### src/rtl/mxv_pkg.sv
// rtl/mxv_pkg.sv - shared constants and types for the MxV result transmit path
//
// Contents:
//   HDR, END, CMD_RESULT  frame marker bytes
//   tx_state_e            result-transmit sequencer state encoding
//   frame_bytes()         total bytes per frame for a given element count/width
// Configuration macro: MXV_TX_CHECKSUM_EN (adds a checksum byte before END)
package mxv_pkg;

  localparam logic [7:0] HDR        = 8'hFE;
  localparam logic [7:0] END        = 8'hEF;
  localparam logic [7:0] CMD_RESULT = 8'h04;

  typedef enum logic [2:0] {
    S_IDLE,
    S_LOAD,
    S_SEND,
    S_WAIT_ACK,
    S_WAIT_DONE,
    S_DONE
  } tx_state_e;

  // Header, length, command and END framing bytes, plus the optional checksum.
  function automatic int frame_bytes(input int n, input int dw);
`ifdef MXV_TX_CHECKSUM_EN
    return n * (dw / 8) + 5;
`else
    return n * (dw / 8) + 4;
`endif
  endfunction

endpackage

### src/rtl/mxv_tx_byte_mux.sv
// rtl/mxv_tx_byte_mux.sv - selects the frame byte offered to the UART
//
// Ports:
//   active_i  in   a byte is being offered; output forced to 0x00 otherwise
//   idx_i     in   frame byte index
//   snap_i    in   captured result vector, element i at [i*DW +: DW]
//   csum_i    in   running checksum (only with MXV_TX_CHECKSUM_EN)
//   byte_o    out  byte at idx_i: HDR, length, CMD_RESULT, data, [checksum], END
module mxv_tx_byte_mux
  import mxv_pkg::*;
#(
  parameter int N  = 4,
  parameter int DW = 16,
  parameter int IW = 4
) (
  input  logic            active_i,
  input  logic [IW-1:0]   idx_i,
  input  logic [N*DW-1:0] snap_i,
`ifdef MXV_TX_CHECKSUM_EN
  input  logic [7:0]      csum_i,
`endif
  output logic [7:0]      byte_o
);

  localparam int BPE = DW / 8;
  localparam int NB  = frame_bytes(N, DW);

  always_comb begin
    byte_o = 8'h00;
    if (active_i) begin
      if (idx_i == IW'(0)) begin
        byte_o = HDR;
      end else if (idx_i == IW'(1)) begin
        byte_o = 8'(N * BPE);
      end else if (idx_i == IW'(2)) begin
        byte_o = CMD_RESULT;
      end else if (idx_i == IW'(NB - 1)) begin
        byte_o = END;
`ifdef MXV_TX_CHECKSUM_EN
      end else if (idx_i == IW'(NB - 2)) begin
        byte_o = csum_i;
`endif
      end else begin
        // Data bytes: element 0 first, most significant byte of each element first.
        for (int e = 0; e < N; e++) begin
          for (int b = 0; b < BPE; b++) begin
            if (idx_i == IW'(3 + e * BPE + b)) begin
              byte_o = snap_i[e * DW + (BPE - 1 - b) * 8 +: 8];
            end
          end
        end
      end
    end
  end

endmodule

### src/rtl/mxv_result_tx_sequencer.sv
// rtl/mxv_result_tx_sequencer.sv - serializes the MxV result vector into a UART frame
//
// Ports:
//   clk, rst          clock; asynchronous active-low reset
//   enb               transmit enable (level) from the control unit
//   sync_rst          synchronous clear: abort frame, clear done flag
//   result_data       packed results, element i at [i*DW +: DW]
//   tx_ready          UART idle/ready
//   tx_start          one-cycle load pulse to the UART
//   tx_data           byte offered to the UART
//   flag_finish_send  frame complete, held until sync_rst
//   frame_idx         index of the byte currently offered
// Configuration macro: MXV_TX_CHECKSUM_EN (XOR checksum byte before END)
module mxv_result_tx_sequencer
  import mxv_pkg::*;
#(
  parameter  int N  = 4,
  parameter  int DW = 16,
  localparam int NB = frame_bytes(N, DW),
  localparam int IW = $clog2(NB)
) (
  input  logic            clk,
  input  logic            rst,
  input  logic            enb,
  input  logic            sync_rst,
  input  logic [N*DW-1:0] result_data,
  input  logic            tx_ready,
  output logic            tx_start,
  output logic [7:0]      tx_data,
  output logic            flag_finish_send,
  output logic [IW-1:0]   frame_idx
);

  tx_state_e         state_q;
  logic [IW-1:0]     idx_q;
  logic [N*DW-1:0]   snap_q;
  logic              flag_q;
  logic              active;

`ifdef MXV_TX_CHECKSUM_EN
  logic [7:0]        csum_q;
  logic [7:0]        csum_d;

  // Length, command and data bytes feed the checksum; HDR, checksum and END do not.
  always_comb begin
    csum_d = csum_q;
    if (idx_q >= IW'(1) && idx_q <= IW'(NB - 3)) begin
      csum_d = csum_q ^ tx_data;
    end
  end
`endif

  assign active = (state_q == S_SEND) || (state_q == S_WAIT_ACK) ||
                  (state_q == S_WAIT_DONE);

  mxv_tx_byte_mux #(
    .N  (N),
    .DW (DW),
    .IW (IW)
  ) u_byte_mux (
    .active_i (active),
    .idx_i    (idx_q),
    .snap_i   (snap_q),
`ifdef MXV_TX_CHECKSUM_EN
    .csum_i   (csum_q),
`endif
    .byte_o   (tx_data)
  );

  // The pulse is issued in the SEND cycle itself so the UART sees it the cycle
  // SEND is entered; SEND always leaves after one pulse, so pulses never abut.
  assign tx_start         = (state_q == S_SEND) && tx_ready && !sync_rst;
  assign flag_finish_send = flag_q;
  assign frame_idx        = idx_q;

  always_ff @(posedge clk or negedge rst) begin
    if (!rst) begin
      state_q <= S_IDLE;
      idx_q   <= '0;
      snap_q  <= '0;
      flag_q  <= 1'b0;
`ifdef MXV_TX_CHECKSUM_EN
      csum_q  <= 8'h00;
`endif
    end else if (sync_rst) begin
      state_q <= S_IDLE;
      idx_q   <= '0;
      flag_q  <= 1'b0;
    end else begin
      case (state_q)
        S_IDLE: begin
          if (enb && !flag_q) state_q <= S_LOAD;
        end
        S_LOAD: begin
          snap_q  <= result_data;
          idx_q   <= '0;
`ifdef MXV_TX_CHECKSUM_EN
          csum_q  <= 8'h00;
`endif
          state_q <= S_SEND;
        end
        S_SEND: begin
          if (tx_ready) begin
`ifdef MXV_TX_CHECKSUM_EN
            csum_q <= csum_d;
`endif
            state_q <= S_WAIT_ACK;
          end
        end
        S_WAIT_ACK: begin
          if (!tx_ready) state_q <= S_WAIT_DONE;
        end
        S_WAIT_DONE: begin
          if (tx_ready) begin
            if (idx_q == IW'(NB - 1)) begin
              flag_q  <= 1'b1;
              state_q <= S_DONE;
            end else begin
              idx_q   <= idx_q + IW'(1);
              state_q <= S_SEND;
            end
          end
        end
        S_DONE: begin
          state_q <= S_DONE;
        end
        default: begin
          state_q <= S_IDLE;
        end
      endcase
    end
  end

endmodule
### config.mk
export PLATFORM = sky130hd
export DESIGN_NAME = mxv_result_tx_sequencer
export DESIGN_NICKNAME = d
export VERILOG_FILES = /design/src/rtl/mxv_pkg.sv /design/src/rtl/mxv_tx_byte_mux.sv /design/src/rtl/mxv_result_tx_sequencer.sv
export SDC_FILE = /design/constraint.sdc
export NUM_CORES = 1
export LEC_CHECK = 0
export ABC_AREA = 1
export CAP_MARGIN = 20
export CORE_MARGIN = 2
export CORE_UTILIZATION = 70
export CTS_BUF_LIST = sky130_fd_sc_hd__clkbuf_4 sky130_fd_sc_hd__clkbuf_8
export CTS_CLUSTER_DIAMETER = 100
export DETAILED_ROUTE_END_ITERATION = 6
export DONT_BUFFER_PORTS = 1
export HOLD_SLACK_MARGIN = 0.02
export PLACE_DENSITY = 0.9
export SLEW_MARGIN = 20
export SYNTH_ARGS = -nofsm -noshare
export SYNTH_HDL_FRONTEND = slang
export SYNTH_SLANG_ARGS = --single-unit
### constraint.sdc
create_clock -name clk -period 3.9 [get_ports clk]
set_clock_uncertainty 0.05 [all_clocks]
set_input_delay 0 -clock clk [delete_from_list [all_inputs] [get_ports clk]]
set_output_delay 0 -clock clk [all_outputs]
set_load 0.05 [all_outputs]
* After elaboration in Yosys (flattened, before gate mapping)
Index checks and enable logic that the tools add are counted.
** Cells by class
- Muxes and demuxes :: 28
- Shift operators :: 0
- Bitwise gates (word level) :: 1
- Order comparisons :: 0
- Divide/modulo/power cells :: 0
- Equal/unequal tests :: 21
- $add $sub $neg :: 1
- Reductions and logical operators :: 17
- Multipliers :: 0
** Operators by type and width (number)
- $mux W8 :: 13
- $mux W3 :: 6
- $pmux W3 S6 :: 1
- $eq A4 B3 Y1 const B :: 4
- $eq A4 B4 Y1 const B :: 4
- $ne A3 B3 Y1 const B :: 5
- $mux W4 :: 3
- $eq A4 B2 Y1 const B :: 2
- $pmux W4 S2 :: 1
- $eq A3 B2 Y1 const B :: 2
- $eq A3 B3 Y1 const B :: 2
- $reduce_and A3 Y1 :: 2
- $reduce_bool A2 Y1 :: 3
- $add A4 B1 Y4 const B :: 1
- $eq A4 B1 Y1 const B :: 1
- $logic_not A4 Y1 :: 1
- $mux W1 :: 4
- $reduce_and A4 Y1 :: 1
- $eq A3 B1 Y1 const B :: 1
- $logic_and A1 B1 Y1 :: 3
- $logic_not A3 Y1 :: 1
- $reduce_bool A3 Y1 :: 1
- $logic_not A1 Y1 :: 2
- $logic_or A1 B1 Y1 :: 2
- 2 further kinds :: 2
** Storage, ports and cells
- Bits in read-only memories :: 0
- Input bits :: 69
- Memories kept :: 0
- Latch bits :: 0
- Bits in writable memories :: 0
- Bits in registers :: 72
- Output and inout port bits :: 14

* Depth between registers and ports, before layout
Gate-level depths: netlist of run 1.
- Word-level depth :: 14
- Gate-level depth with buffers :: 14
- Gate-level depth less buffers :: 14

* Modules after synthesis
A second synthesis of run 1 with hierarchy kept.
** Unflattened totals
- Cell total of the unflattened synthesis :: 519
- Area, all modules :: 3875.0 um^2
** By module, submodules not included
- mxv_result_tx_sequencer :: area each 3170.5 um^2, cells an instance 366, sequential area each 1801.7 um^2, instances 1
- mxv_tx_byte_mux :: area each 704.4 um^2, cells an instance 153, sequential area each 0.0 um^2, instances 1

* Worst setup path before layout of run 1
OpenSTA, ideal clock, no wires.
- Kind :: reg2out
- From :: reg idx_q[1], in the netlist frame_idx[1]
- To :: out tx_data[1]
- Slack :: 1320 ps
- Arrival :: 2530 ps
- Required time :: 3850 ps
- Stages on the path, launching flop included :: 14
- Path buffers :: 0
- Path through :: dfrtp_1 > ha_1 > nand2_1 > nor2_4 > inv_2 > o21ai_1 > inv_2 > nand2_1 > nand2_1 > nand2_1 > nand2_1 > nand2_1 > nand2_1 > a21oi_1
** Between the ends
- Cells in the longest elaborated chain, start to end :: 14
- Elaborated cells between the ends (all ways) :: 25
- Classes of those cells :: eq/ne (11); mux (13); reduce/logical (1)
** Ends and longest elaborated chain
- from (decl) :: line mxv_result_tx_sequencer.sv:35 : logic [IW-1:0] idx_q;
- from (signal assigned) :: line mxv_result_tx_sequencer.sv:119 : idx_q <= idx_q + IW'(1);
- $eq A4 B2 Y1 :: line mxv_tx_byte_mux.sv:47 : if (idx_i == IW'(3 + e * BPE + b)) begin
- $mux W8 (8 in series) :: line mxv_tx_byte_mux.sv:47
- $mux W8 :: line mxv_tx_byte_mux.sv:37 : end else if (idx_i == IW'(NB - 1)) begin
- $mux W8 :: line mxv_tx_byte_mux.sv:35 : end else if (idx_i == IW'(2)) begin
- $mux W8 :: line mxv_tx_byte_mux.sv:33 : end else if (idx_i == IW'(1)) begin
- $mux W8 (*) :: line mxv_tx_byte_mux.sv:31 : if (idx_i == IW'(0)) begin
- $mux W8 (*) :: line mxv_tx_byte_mux.sv:30 : if (active_i) begin
- to (decl) :: line mxv_result_tx_sequencer.sv:29 : output logic [7:0] tx_data,
Every way passes the cells marked *; elsewhere a longest branch is shown, timed or not.

* Worst setup path after layout of run 1
- From :: reg idx_q[1], in the netlist frame_idx[1]
- To :: out tx_data[4]
The elaborated chain is that of the path after synthesis.

==> reports/qor.txt, run 1 <==
Non-Filler Instances -> 628
Die width -> 77.3 um
DP HPWL -> 6.26 mm
DR WL/cell -> 21.5 um
Lkg Pwr -> 2.22 nW
Dpl cells -> 542
Flops & latches, synth -> 72
Num rows -> 26
PwrDens -> 615 nW/um2
Final Cell Area -> 4820 um2
Post-route minimum period -> 3250 ps
Area leader, netlist -> dfrtp_1
Clock Sinks -> 72
Total gr overflow -> 0
Synth Instances -> 472
Largest net degree at the start of global routing -> 73
Worst-Margin Slew -> 792 ps
Area contributors post-synth -> dfrtp_1 48%, nand2_1 12%, o21ai_0 8.1%, inv_1 7.7%, mux2_2 7.5%
Share of synthesized flip-flops with an asynchronous set or reset -> 100%
DRC violations left -> 38
RSZ-0062 raised after global routing -> no
Total power -> 2.97 mW
GRT Total Usage -> 45.5%
Fin crit share -> 83.4%
Failing checks -> design-rule violations
Run status -> complete, but fails checks
R2r setup slk -> 1260 ps
CP Max Fanout -> 6
Clock-pin slew on the worst setup and hold paths -> 80 ps
Post-synth EDFFs -> 0
GPL Wtd Cong -> 0.886
# hold bufs at CTS -> 69
Root buf cell -> clkbuf_8
Syn Std Cell Area -> 3760 um2
CTS Buffer Depth -> 2
Slew Limit Fails -> 0
Top cell type's share of synthesized area -> 47.9%
Count of cell types in the netlist -> 27
Most used DFF post-synth -> dfrtp_1
First-pass GRT wire length -> 20.4 mm
FF-to-FF End -> frame_idx[3]
Data arrival, critical path -> 3200 ps
Num CTS Buffers -> 9
Layout cells sized above 1 -> 13.1%
Vias in the first global route -> 4097
Element type at the critical path end -> output port
Post-route ant nets -> 0
H-Tree Level Count -> 3
Fin nets -> 626
Num ports -> 83
Initial Util -> 73.2%
Reg2Reg Depth -> 8
Rel. slew slack -> 47.2%
Synthesized net count -> 545
Critical path class -> reg -> out
Die height -> 77.3 um
Worst setup SP type -> register
Core footprint -> 5140 um2
R2r startpoint -> frame_idx[1]
Max_cap viols -> 0
Antenna violations before repair -> 0
Fmax -> 307 MHz
Setup Buffers After CTS -> 0
YS warnings -> 0
Most common cell after layout, fill and taps aside -> nand2_1
CTS tree -> built
Clk Latency, worst-skew pair -> 360 ps
Die area -> 5980 um2
Setup TNS -> 0 ps
Drt first pass iters -> 7
Worst min path class -> in -> async
Sequential area share after synthesis -> 47.9%
PortBufs -> 0
Layout Area Growth over Synthesis -> 28.2%
Final Hold Vio Count -> 0
DR vias/cell -> 6.61
Final setup viols -> 0
VDD IR-drop max -> 0.000430 V
Syn avg cell area -> 7.97 um2
Total wire length -> 13.5 mm
Post_cts resized -> 0
Worst path required time -> 3850 ps
Via count -> 4154
Commonest cells after routing, fill and taps aside -> 121 x nand2_1, 77 x inv_1, 72 x dfrtp_1, 68 x dlygate4sd3_1, 61 x o21ai_0
Initial drt markers -> 856
Placed inst area -> 3890 um2
-- cells by family after synthesis --
kind of cell    share of synthesized area [%]
compound gates                           13.6
buf+inv                                  10.0
mux                                      7.48
fa+ha+maj                                1.33
simple gates                             19.7
flops                                    47.9
-- flip-flops by register name (all words and copies together) (netlist names) --
signal,count
flag_finish_send,1
frame_idx,4
snap_q,64
state_q,3
-- report_power, final --
group	leakage [nW]	switching (mW)	total, mW	internal, mW
logic	1.23	0.699	1.08	0.377
registers	0.885	0.178	1.27	1.09
clock network	0.0993	0.301	0.624	0.323
total	2.22	1.18	2.97	1.79
-- metrics by stage --
stage | utilization [%] | setup WS [ps] | hold slack (ps)
after floorplan | - | 1320 | -346
after global placement | 75.7 | 1500 | -343
after detailed placement | 75.7 | 1390 | -344
after CTS | 93.2 | 1000 | 88.7
after global routing | 93.8 | 573 | 162
final | 93.8 | 647 | 134
-- worst max path at each step --
stage                 end  cells after the start    startpoint
2_1_floorplan  tx_data[1]                     13  frame_idx[1]
3_3_place_gp   tx_data[7]                     14  frame_idx[1]
6_report       tx_data[4]                     15  frame_idx[1]
5_1_grt        tx_data[4]                     15  frame_idx[1]
4_1_cts        tx_data[7]                     14  frame_idx[1]
3_5_place_dp   tx_data[7]                     14  frame_idx[1]
-- metal layers --
metal  vias up  global-route usage (%)  part of all wire (%)
li1       1655                       -                     -
met1      1860                    51.9                    32
met2       462                    76.1                    47
met3       177                    12.2                    12
met4         0                    27.9                   9.3
met5         -                       0                     0
-- cells in the mapped netlist, types with 3 or more instances --
cell type / number
inv_1: 77
nand4_1: 3
a21oi_1: 27
nor2_4: 3
clkbuf_1: 4
nand2_1: 121
mux2_2: 25
buf_2: 5
nor2_2: 5
inv_2: 9
nand3_1: 22
ha_1: 4
o21ai_1: 4
dfrtp_1: 72
nor2_1: 17
o21ai_0: 61
-- cell type report --
cell class              count  area (um2)
clock inverters             3        42.5
clock buffers              12         153
multi-input cells         303        1590
well taps                  70        87.6
inverters                  86         323
fillers                   168         318
flip-flops and latches     72        1800
repair buffers             81         818
diodes                      1        2.50
-- worst max-delay path: stages (launching register included) --
cell     delay [ps]
dfrtp_1         610
inv_1           260
ha_1            310
inv_1           110
nor2_1          350
nand2_1         150
nand3_1         160
nand2_1          70
nand2_1          70
nand2_1          50
nand2_1          60
nand2_1          60
nand2_1          60
nand2_1          60
a21oi_1         210
buf_4           240
(Power assumes the default switching activity.)
==> inputs of run 2 (changes only) <==
ABC_AREA = 0   (was 1)
CORE_UTILIZATION = 66   (was 70)
PLACE_DENSITY = 0.86   (was 0.9)
clock period = 3.05 ns   (was 3.9 ns; I/O delays follow)
==> run 2 against run 1 <==
Compared with the run above:
- the flow now finishes without violations
- setup slack got worse by 560 ps
- register-to-register slack worse by 660 ps
- via count decreased by 21%
- first-iteration DRC count fell by 40%
- total power up 24%
- flip-flop and latch count unchanged
- global-route usage is 10 points lower
- combinational power shrank 5%
- highest routed layer unchanged
==> reports/qor.txt, run 2 <==
Run status -> completed (was complete, but fails checks)
Final setup viols -> 0 (unchanged)
Syn Std Cell Area -> 3850 um2 (was 3760 um2)
VDD IR-drop max -> 0.000657 V (was 0.000430 V)
Part of the power in registers -> 48.5% (was 42.7%)
Critical path class -> reg -> out (unchanged)
Slew Limit Fails -> 0 (unchanged)
Antenna violations before repair -> 0 (unchanged)
PwrDens -> 757 nW/um2 (was 615 nW/um2)
Commonest cells after routing, fill and taps aside -> 72 x dfrtp_1, 69 x dlygate4sd3_1, 59 x mux2_2, 24 x a21oi_1, 24 x nand2_1 (was 121 x nand2_1, 77 x inv_1, 72 x dfrtp_1, 68 x dlygate4sd3_1, 61 x o21ai_0)
First-pass GRT wire length -> 16.7 mm (was 20.4 mm)
Dpl cells -> 414 (was 542)
Most common cell after layout, fill and taps aside -> dfrtp_1 (was nand2_1)
Area contributors post-synth -> dfrtp_1 47%, mux2_2 17%, a21oi_1 3.1%, buf_6 2.3%, nand2_1 2.3% (was dfrtp_1 48%, nand2_1 12%, o21ai_0 8.1%, inv_1 7.7%, mux2_2 7.5%)
Die area -> 6470 um2 (was 5980 um2)
Top cell type's share of synthesized area -> 46.7% (was 47.9%)
Total power -> 3.67 mW (was 2.97 mW)
Worst min path class -> in -> reg (was in -> async)
Post-synth EDFFs -> 0 (unchanged)
Final Hold Vio Count -> 0 (unchanged)
DR vias/cell -> 6.54 (was 6.61)
Synthesized net count -> 422 (was 545)
CTS tree -> built (unchanged)
CTS Buffer Depth -> 2 (unchanged)
Via count -> 3275 (was 4154)
Layout Area Growth over Synthesis -> 25.8% (was 28.2%)
Fin crit share -> 97.0%
Layout cells sized above 1 -> 25.5% (was 13.1%)
Total wire length -> 10.8 mm (was 13.5 mm)
Vias in the first global route -> 3222 (was 4097)
Lkg Pwr -> 2.01 nW (was 2.22 nW)
Final worst-path setup slack -> 91.1 ps (was 647 ps)
DP HPWL -> 6.55 mm (was 6.26 mm)
Worst setup SP type -> register (unchanged)
Area taken by multi-input logic gates -> 1840 um2 (was 1590 um2)
H-Tree Level Count -> 3 (unchanged)
Die width -> 80.4 um (was 77.3 um)
Synth Instances -> 349 (was 472)
Placed inst area -> 3900 um2 (was 3890 um2)
Flops & latches, synth -> 72 (unchanged)
Top sig layer -> met4 (unchanged)
CP Max Fanout -> 16 (was 6)
Max_cap viols -> 0 (unchanged)
Worst-Margin Slew -> 715 ps (was 792 ps)
Max reg flops -> 64 (unchanged)
Fmax -> 338 MHz
Setup TNS -> 0 ps (unchanged)
GPL Wtd Cong -> 0.959 (was 0.886)
Wire length on met3 -> 1.10 mm (was 1.57 mm)
Non-Filler Instances -> 501 (was 628)
Hold slack -> 121 ps (was 134 ps)
Core footprint -> 5570 um2 (was 5140 um2)
Initial drt markers -> 516 (was 856)
Post-route minimum period -> 2960 ps
Data arrival, critical path -> 2910 ps (was 3200 ps)
Switching Fraction -> 32.2% (was 39.7%)
DRC violations left -> 0 (was 38)
Fillers -> 284 (was 168)
Most used DFF post-synth -> dfrtp_1 (unchanged)
Top-count cell post-synth -> dfrtp_1 (was nand2_1)
DR WL/cell -> 21.5 um (about the same)
RSZ-0062 raised after global routing -> no (unchanged)
Total gr overflow -> 0 (unchanged)
Clock Sinks -> 72 (unchanged)
Post-synth top cells -> 72 x dfrtp_1, 59 x mux2_2, 24 x a21oi_1, 24 x nand2_1, 18 x nor2_1 (was 121 x nand2_1, 77 x inv_1, 72 x dfrtp_1, 61 x o21ai_0, 27 x a21oi_1)
Drt first pass iters -> 6 (was 7)
Num CTS Buffers -> 9 (unchanged)
Post_cts resized -> 0 (unchanged)
Initial Util -> 69.2% (was 73.2%)
Post-route ant nets -> 0 (unchanged)
Root buf cell -> clkbuf_8 (unchanged)
Sequential area share after synthesis -> 46.7% (was 47.9%)
Syn avg cell area -> 11.0 um2 (was 7.97 um2)
Die height -> 80.4 um (was 77.3 um)
Pre-CTS WS -> 654 ps (was 1390 ps)
Met2 wire length -> 5.27 mm (was 6.27 mm)
Area leader, netlist -> dfrtp_1 (unchanged)
Clk Latency, worst-skew pair -> 360 ps (about the same)
Element type at the critical path end -> output port (unchanged)
Share of synthesized flip-flops with an asynchronous set or reset -> 100% (unchanged)
YS warnings -> 0 (unchanged)
Clock power share -> 23.4% (was 21.1%)
Internal -> 2.49 mW (was 1.79 mW)
Psw -> 1.18 mW (about the same)
Fin nets -> 496 (was 626)
Num ports -> 83 (unchanged)
Largest net degree at the start of global routing -> 73 (unchanged)
Rel. slew slack -> 52.3% (was 47.2%)
Count of cell types in the netlist -> 52 (was 27)
PortBufs -> 0 (unchanged)
Worst path required time -> 3000 ps (was 3850 ps)
GRT Total Usage -> 35.3% (was 45.5%)
Final Cell Area -> 4850 um2 (was 4820 um2)
Sequential Area -> 1800 um2 (unchanged)
Num rows -> 27 (was 26)
Biggest register -> snap_q (unchanged)
Met1 Routed Length -> 3.97 mm (was 4.37 mm)
Clock-pin slew on the worst setup and hold paths -> 80 ps (about the same)
Final core utilization -> 87.0% (was 93.8%)
Setup Buffers After CTS -> 0 (unchanged)
Combinational Power Share -> 28.1% (was 36.3%)
## run 2: cell types whose count changed after synthesis, sizes merged, moves of 6 or more
cell,change
nand2,-99
inv,-77
o21ai,-50
mux2,+39
buf,+12
nand3,-11
o22ai,+10
nand2b,+9
nor2,-7
a221oi,+6
## run 2: path summary, 6_finish.rpt
path	to	start	cells after the start	slack, ps
max in group asynchronous	snap_q[62]	rst	2	2530
min in group asynchronous	state_q[2]	rst	2	130
max	tx_data[6]	frame_idx[0]	7	90
min reg2reg	snap_q[17]	snap_q[17]	1	460
min	snap_q[14]	sync_rst	3	120
max reg2reg	flag_finish_send	frame_idx[0]	6	600
## run 2: timing repair
item	in CTS	in global routing
hold buffers	70	0
endpoints found under the hold margin	144	0
endpoints found under the setup margin	0	0
## run 2: cells by family (layout without fill, tap and decap cells)
kind of cell / Yosys count / count (layout) / synth area share, %
flip-flops: 72 / 72 / 46.7
AND/OR/NAND/NOR: 81 / 81 / 11.1
AO/OA/AOI/OAI: 92 / 92 / 15.6
adder cells (fa/ha/maj): 4 / 4 / 1.30
buffers and inverters: 34 / 113 / 6.07
other: 0 / 1 / 0
multiplexers: 65 / 65 / 19.0
XOR/XNOR: 1 / 1 / 0.227
## run 2: layout make-up
cell class                      count  area share, %
Antenna cell                        1         0.0516
Clock buffer                       13           3.30
Clock inverter                      3           1.34
Inverter                            9          0.697
Multi-Input combinational cell    243           38.0
Sequential cell                    72           37.2
Tap cell                           72           1.86
Timing Repair Buffer               88           17.6
## run 2: critical path: stages (launching register included)
cell and delay (ps):
dfrtp_1 460, ha_1 550, inv_1 280, o2111ai_1 250
a21oi_1 110, o32ai_1 500, a21oi_1 170, buf_4 220
## run 2: power groups by stage
stage / clock network (mW) / logic (mW) / registers [mW]
after global routing: 0.907 / 1.09 / 1.80
after detailed placement: 0 / 0.907 / 1.76
after CTS: 0.859 / 1.01 / 1.74
after floorplan: 0 / 0.818 / 1.58
after global placement: 0 / 0.871 / 1.74
final: 0.859 / 1.03 / 1.78
## run 2: metal layers
layer / GRT usage, % / up-vias
met5: 0 / -
met4: 16.6 / 0
met3: 6.97 / 43
met2: 58.3 / 252
met1: 44.7 / 1554
li1: - / 1426
